$ cat src/rtl/fifo_pkg.sv
// fifo_pkg: shared pointer-width defaults, output-stage states and Gray/binary helpers for the FIFO read and write sides
package fifo_pkg;
  localparam int DATA_WIDTH_DEF = 8;
  localparam int PTR_WIDTH_DEF = 4;
  localparam int PTR_MAX = 32;
  typedef enum logic {OUT_EMPTY, OUT_VALID} out_state_t;
  function automatic logic [PTR_MAX-1:0] bin2gray(input logic [PTR_MAX-1:0] b);
    return b ^ (b >> 1);
  endfunction
  function automatic logic [PTR_MAX-1:0] gray2bin(input logic [PTR_MAX-1:0] g);
    logic [PTR_MAX-1:0] b;
    b = g;
    for (int i = 1; i < PTR_MAX; i++) b = b ^ (g >> i);
    return b;
  endfunction
endpackage

$ cat src/rtl/ptr_sync.sv
// ptr_sync: two-flop synchroniser (clk, rst async active-high, d in, q out)
module ptr_sync #(
  parameter int WIDTH = 5
) (
  input  logic             clk,
  input  logic             rst,
  input  logic [WIDTH-1:0] d,
  output logic [WIDTH-1:0] q
);
  logic [WIDTH-1:0] meta;
  always_ff @(posedge clk or posedge rst)
    if (rst) {q, meta} <= '0;
    else {q, meta} <= {meta, d};
endmodule

$ cat src/rtl/fifo_read_ctrl.sv
// fifo_read_ctrl: async-FIFO read side (synced write pointer, read pointer, Gray pointer out, level, valid/ready output register)
module fifo_read_ctrl
  import fifo_pkg::*;
#(
  parameter int DATA_WIDTH = DATA_WIDTH_DEF,
  parameter int PTR_WIDTH  = PTR_WIDTH_DEF
) (
  input  logic                  r_clk,
  input  logic                  rreset,
  input  logic                  flush,
  input  logic [PTR_WIDTH:0]    write_ptr_gray,
  output logic [PTR_WIDTH-1:0]  mem_rd_addr,
  input  logic [DATA_WIDTH-1:0] mem_rd_data,
  output logic                  m_valid,
  input  logic                  m_ready,
  output logic [DATA_WIDTH-1:0] m_data,
  output logic                  empty,
  output logic [PTR_WIDTH:0]    read_ptr_gray,
  output logic [PTR_WIDTH:0]    rd_level
);
  localparam int PW = PTR_WIDTH + 1;
  logic [PW-1:0] wsync_gray, wsync_bin, rptr_bin, rptr_next;
  out_state_t state, state_next;
  logic fetch;
  ptr_sync #(.WIDTH(PW)) u_sync (
    .clk(r_clk),
    .rst(rreset),
    .d(write_ptr_gray),
    .q(wsync_gray)
  );
  assign wsync_bin = PW'(gray2bin(PTR_MAX'(wsync_gray)));
  assign empty = rptr_bin == wsync_bin;
  assign rd_level = wsync_bin - rptr_bin;
  assign mem_rd_addr = rptr_bin[PTR_WIDTH-1:0];
  assign m_valid = state == OUT_VALID;
  assign fetch = !empty && (!m_valid || m_ready) && !flush;
  always_comb begin
    rptr_next = flush ? wsync_bin : rptr_bin + PW'(fetch);
    state_next = flush ? OUT_EMPTY : fetch ? OUT_VALID : m_ready ? OUT_EMPTY : state;
  end
  always_ff @(posedge r_clk or posedge rreset)
    if (rreset) begin
      state <= OUT_EMPTY;
      rptr_bin <= '0;
      read_ptr_gray <= '0;
      m_data <= '0;
    end else begin
      state <= state_next;
      rptr_bin <= rptr_next;
      read_ptr_gray <= PW'(bin2gray(PTR_MAX'(rptr_next)));
      if (fetch) m_data <= mem_rd_data;
    end
endmodule

$ cat config.mk
export PLATFORM = sky130hd
export DESIGN_NAME = fifo_read_ctrl
export DESIGN_NICKNAME = d
export VERILOG_FILES = /design/src/rtl/fifo_pkg.sv /design/src/rtl/ptr_sync.sv /design/src/rtl/fifo_read_ctrl.sv
export SDC_FILE = /design/constraint.sdc
export NUM_CORES = 1
export LEC_CHECK = 0
export ABC_AREA = 1
export CORE_ASPECT_RATIO = 0.75
export CORE_MARGIN = 2
export CORE_UTILIZATION = 45
export CTS_BUF_LIST = sky130_fd_sc_hd__clkbuf_4 sky130_fd_sc_hd__clkbuf_8 sky130_fd_sc_hd__clkbuf_16
export CTS_CLUSTER_DIAMETER = 200
export DETAILED_ROUTE_END_ITERATION = 7
export GPL_TIMING_DRIVEN = 1
export PLACE_DENSITY = 0.77
export SYNTH_ARGS = -nofsm -noshare
export SYNTH_HDL_FRONTEND = slang
export SYNTH_SLANG_ARGS = --single-unit
$ cat constraint.sdc
create_clock -name r_clk -period 3.1 [get_ports r_clk]
set_input_delay 0.31 -clock r_clk [delete_from_list [all_inputs] [get_ports r_clk]]
set_output_delay 0.31 -clock r_clk [all_outputs]
set_load 0.02 [all_outputs]
Word level (Yosys, flattened, before mapping)
Cells that the tools add are included.
Widths: inputs -> output; s select.
Storage, ports and cells
  register bits after elaboration: 29
  output and inout bits: 24
  logic and storage cells: 25
Cells by class
  add/sub/neg operators: 2
  eq/ne operators: 1
  multiplexer cells: 4
  bitwise gates (word level): 5
  reduce and logical (&&, ||, !) cells: 7
Operators by type and width (number)
  $xor 5x4->5: 2
  $add 5x1->5: 1
  $eq 5x5->1: 1
  $mux 5: 1
  $sub 5x5->5: 1
  $xor 5x1->5: 1
  $xor 5x2->5: 1
  $xor 5x3->5: 1
  $logic_not 1->1: 3
  $mux 1: 3
  $reduce_bool 3->1: 1
  $logic_and 1x1->1: 2
  $logic_or 1x1->1: 1

Logic depth before layout (Yosys ltp)
  depth in word-level cells: 11
  gate-level depth with buffers: 20
  depth with buffers taken out: 20

By module
A second synthesis with hierarchy kept.
Unflattened totals
  cell total of the unflattened synthesis: 154
  area total of the unflattened synthesis: 1358.8 µm²
By module, submodules not included
  fifo_read_ctrl: times used 1, cells each 143, area an instance 1104.8 µm², sequential area each 450.4 µm²
  ptr_sync: times used 1, cells each 11, area an instance 254.0 µm², sequential area each 250.2 µm²

Worst setup path before layout
No wires, ideal clock.
  path kind: reg-to-reg
  start: register u_sync.q[4]
  end: register read_ptr_gray[3]
  arrival: 2.472 ns
  slack: 0.497 ns
  stages on the path, launching flop included: 21
  path buffers: 0
  period minus slack after synthesis: 2.603 ns
  cell sequence: dfrtp_1 -> inv_1 -> nand2_1 -> nand2_2 -> nand2_2 -> nand2_4 -> nand2_2 -> nand2_1 -> ha_1 -> nand2_1 -> nor2_1 -> nand2_2 -> nand3_4 -> inv_4 -> ha_1 -> ha_1 -> nand3_1 -> nand2_1 -> nand3_1 -> o21ai_0 -> xor2_1
On the way
  cells in the longest elaborated chain, start to end: 11
Ends and longest elaborated chain
  from (decl): line ptr_sync.sv:8  | output logic [WIDTH-1:0] q
  from (signal assigned): line ptr_sync.sv:13  | else {q, meta} <= {meta, d};
  $xor 5x4->5: line fifo_pkg.sv:13  | for (int i = 1; i < PTR_MAX; i++) b = b ^ (g >> i);
  $xor 5x3->5: line fifo_pkg.sv:13
  $xor 5x2->5: line fifo_pkg.sv:13
  $xor 5x1->5 (*): line fifo_pkg.sv:13
  $eq 5x5->1 (*): line fifo_read_ctrl.sv:32  | assign empty = rptr_bin == wsync_bin;
  $logic_not 1->1 (*): line fifo_read_ctrl.sv:36  | assign fetch = !empty && (!m_valid || m_ready) && !flush;
  $logic_and 1x1->1 (*) (2 in a row): line fifo_read_ctrl.sv:36
  named net fetch: line fifo_read_ctrl.sv:24  | logic fetch;
  $add 5x1->5 (*): line fifo_read_ctrl.sv:38  | rptr_next = flush ? wsync_bin : rptr_bin + PW'(fetch);
  $mux 5 (*): line fifo_read_ctrl.sv:38
  $xor 5x4->5 (*): line fifo_pkg.sv:8  | return b ^ (b >> 1);
  to (signal assigned): line fifo_read_ctrl.sv:50  | read_ptr_gray <= PW'(bin2gray(PTR_MAX'(rptr_next)));
  to (decl): line fifo_read_ctrl.sv:18  | output logic [PTR_WIDTH:0] read_ptr_gray,
Mark *: on every way through the listed nets, which the timed path passes. The rest lies on a longest branch.
A chain may end at the register's enable or synchronous reset.

Worst setup path after layout
  start: register u_sync.q[4]
  end: output rd_level[1]
On the way
  cells in the longest elaborated chain, start to end: 3
Ends and longest elaborated chain
  $xor 5x2->5: line fifo_pkg.sv:13
  $xor 5x1->5 (*): line fifo_pkg.sv:13
  $sub 5x5->5 (*): line fifo_read_ctrl.sv:33  | assign rd_level = wsync_bin - rptr_bin;
  to (decl): line fifo_read_ctrl.sv:19  | output logic [PTR_WIDTH:0] rd_level
Every way passes the cells marked *; elsewhere a longest branch is shown, timed or not.

==> qor.txt <==
min-delay src -> u_sync.meta[2]
count leader, synth -> nand2_1
final worst slack -> 0.169 ns
port bufs -> 40
post-synthesis cell count -> 151
flop2flop setup slack -> 0.23 ns
max cap viols -> 0
P per Cell Area -> 632 nW/um^2
io pins -> 41
Setup WS pre-CTS -> 0.185 ns
Post-layout nets -> 220
Internal -> 0.796 mW
Setup crit start kind -> register
Die Y -> 51.5 um
Reg2Reg Depth -> 19
Netlist cell types -> 21
Worst Setup End Kind -> primary output
Synth area leaders -> dfrtp_1, nand2_1, ha_1, inv_1, nand3_1
slowest stage cell, crit path -> clkdlybuf4s50_1
number of clock sinks -> 28
Fillers -> 220
crit-path max cell delay -> 0.60 ns
total CTS buffers -> 3
top cells by instance count after synthesis -> nand2_1, dfrtp_1, inv_1
crit-path cells -> inv_1, nand2_1, nand2_2, nand2_2, nand2_4, nand2_2, nand2_1, ha_1, inv_1, fa_1, clkdlybuf4s50_1
area share of the largest cell type after synthesis -> 51.7%
Synth-to-Final Area Change -> 38.8%
grt ovf -> 0
RR Startpoint -> u_sync.q[4]
DR vias -> 1093
unrepaired setup endpoints after global routing -> false
outcome -> complete, no violations
Detailed Route WL -> 2780 um
asr flop ratio synth -> 100%
initial antenna violation count -> 0
Sw Pwr -> 0.393 mW
Setup TNS -> 0 ns
Fmax achieved -> 341 MHz
global-route wire length before repair -> 4510 um
share of post-route cells with drive strength above 1 -> 10.3%
mean routed wirelength per cell -> 11.9 um
Final Hold Vio Count -> 0
WP data required -> 2.79 ns
core area -> 2910 sq um
critical path type -> register to primary output
CP dominant cell by count -> nand2_2
Final ANT Viol Nets -> 0
Sequential Power Share -> 37.6%
synthesized area -> 1360 sq um
Max IR drop VDD -> 374 uV
class of the worst hold path -> register to register
Total GRT Usage -> 17.8%
dpl hpwl -> 2170 um
n_diodes -> 0
R2R Path End -> read_ptr_gray[3]
final setup vio count -> 0
Comb pwr share -> 38.6%
largest net degree at the start of global routing -> 29
Seq cells post-synth -> 28
skew final -> 0.00169 ns
Worst-path clk slew -> 0.09 ns
Post-synth EDFFs -> 0
syn nets -> 175
Avg Inst Size Synth -> 8.98 sq um
main flop type after synthesis -> dfrtp_1
drt via density -> 4.69
H-Tree Level Count -> 1
Worst-Skew Late Latency -> 0.27 ns
post-synth top area cell -> dfrtp_1
vias in the first global route -> 1063
synth warn -> 0
minimum clock period -> 2.93 ns
Slew HR -> 31.0%
Die ar. -> 3470 sq um
max-slew violations -> 0
Clk network pwr share -> 23.8%
# DRC -> 0
Slew @ Worst Pin -> 1.03 ns
root buffer cell -> clkbuf_8
sw frac -> 33.1%
Clock Path Buffers -> 2
Arr. time, crit path -> 2.62 ns
CTS tree -> yes
1st-pass router iterations -> 4
Worst Hold Depth -> 0
Final period util -> 94.5%
Crit Path Max Fanout -> 5
starting density of the core -> 46.5%
routability cong. -> 0.820
P_leak -> 0.954 nW
Setup Buffers After CTS -> 0
sequential share of the synthesized area -> 51.7%
cts hold-fix bufs -> 0
Die Width -> 67.4 um
Iteration-0 DRC Markers -> 46
Hold EP -> u_sync.q[2]
row count -> 17
-- registers in the layout (all words and copies together), names as in the netlist --
name	count
m_data	8
m_valid	1
read_ptr_gray	5
u_sync.meta	5
u_sync.q	5
rptr_bin	4
-- worst max-delay path, delay by kind of cell, from the launching register on --
family        cells  cell delay, ns
flops             1            0.46
simple gates      6            0.52
fa+ha+maj         2            0.63
buf+inv           3            0.76
-- final cells by class --
type | instances | area, sq um | area share [%]
Timing Repair Buffer | 41 | 409 | 21.7
Tap cell | 38 | 47.5 | 2.52
Clock inverter | 1 | 30.0 | 1.59
Sequential cell | 28 | 702 | 37.3
Inverter | 19 | 73.8 | 3.92
Clock buffer | 3 | 41.3 | 2.19
Multi-Input combinational cell | 103 | 579 | 30.8
-- stage by stage --
step	power, mW	cell area (sq um)	util (%)	std cells	hold WS, ns
floorplan	0.713	1360	-	151	0.331
CTS	1.21	1880	64.4	233	0.358
global placement	0.911	1810	62.0	229	0.331
detailed placement	0.922	1810	62.0	229	0.335
finish	1.19	1880	64.6	233	0.357
global route	1.26	1880	64.6	233	0.363
-- placed cells by master (no fill, tap or decap) --
master and n:
xnor2_1 2, dlymetal6s2s_1 1, o21ai_1 2, clkbuf_8 3
nand2_1 55, dfrtp_2 1, fa_1 1, clkdlybuf4s50_1 38
nor2_1 2, inv_4 1, dfrtp_1 27, inv_1 18
nand3_1 12, nand2_4 1, nand3_4 1, a21oi_1 3
or2_2 1, nand4_1 1, nand2_2 7, buf_4 1
ha_1 6, xor2_2 1, o21ai_0 1, o21ai_2 2
dlygate4sd2_1 1, bufinv_16 1, xor2_1 5
-- what timing repair did --
item / 4_1_cts / 5_1_grt
cloned: 0 / 0
setup endpoints to repair: 1 / 7
resized for setup: 1 / 3
endpoints found under the hold margin: 0 / 0
-- routing by layer --
layer | vias to the layer above | track usage, % | part of all wire [%]
met3 | 2 | 4.55 | 6.4
met1 | 493 | 20.9 | 42
li1 | 554 | - | -
met5 | - | 0 | 0
met4 | 0 | 5.10 | 0.32
met2 | 44 | 32.2 | 51
-- kinds of logic after synthesis --
logic type,count (synthesis),synth area share (%)
buffers and inverters,20,5.81
AO/OA/AOI/OAI,8,3.51
AND/OR/NAND/NOR,80,26.3
flip-flops,28,51.7
XOR/XNOR,8,5.72
adder cells (fa/ha/maj),7,7.01
-- power groups by stage --
stage / Combinational, mW / Clock [mW] / Sequential (mW)
2_1_floorplan: 0.211 / 0 / 0.502
3_3_place_gp: 0.459 / 0 / 0.452
3_5_place_dp: 0.469 / 0 / 0.453
4_1_cts: 0.466 / 0.293 / 0.447
5_1_grt: 0.506 / 0.302 / 0.453
6_report: 0.460 / 0.283 / 0.447
-- how the worst max path moves through the flow --
stage,slack (ns),to,start
after CTS,0.05,rd_level[2],u_sync.q[4]
after global routing,0.001,rd_level[1],u_sync.q[4]
final,0.17,rd_level[1],u_sync.q[4]
after global placement,0.28,rd_level[4],u_sync.q[4]
after detailed placement,0.19,read_ptr_gray[3],u_sync.q[4]
after floorplan,0.50,read_ptr_gray[3],u_sync.q[4]
(Power assumes the default switching activity.)
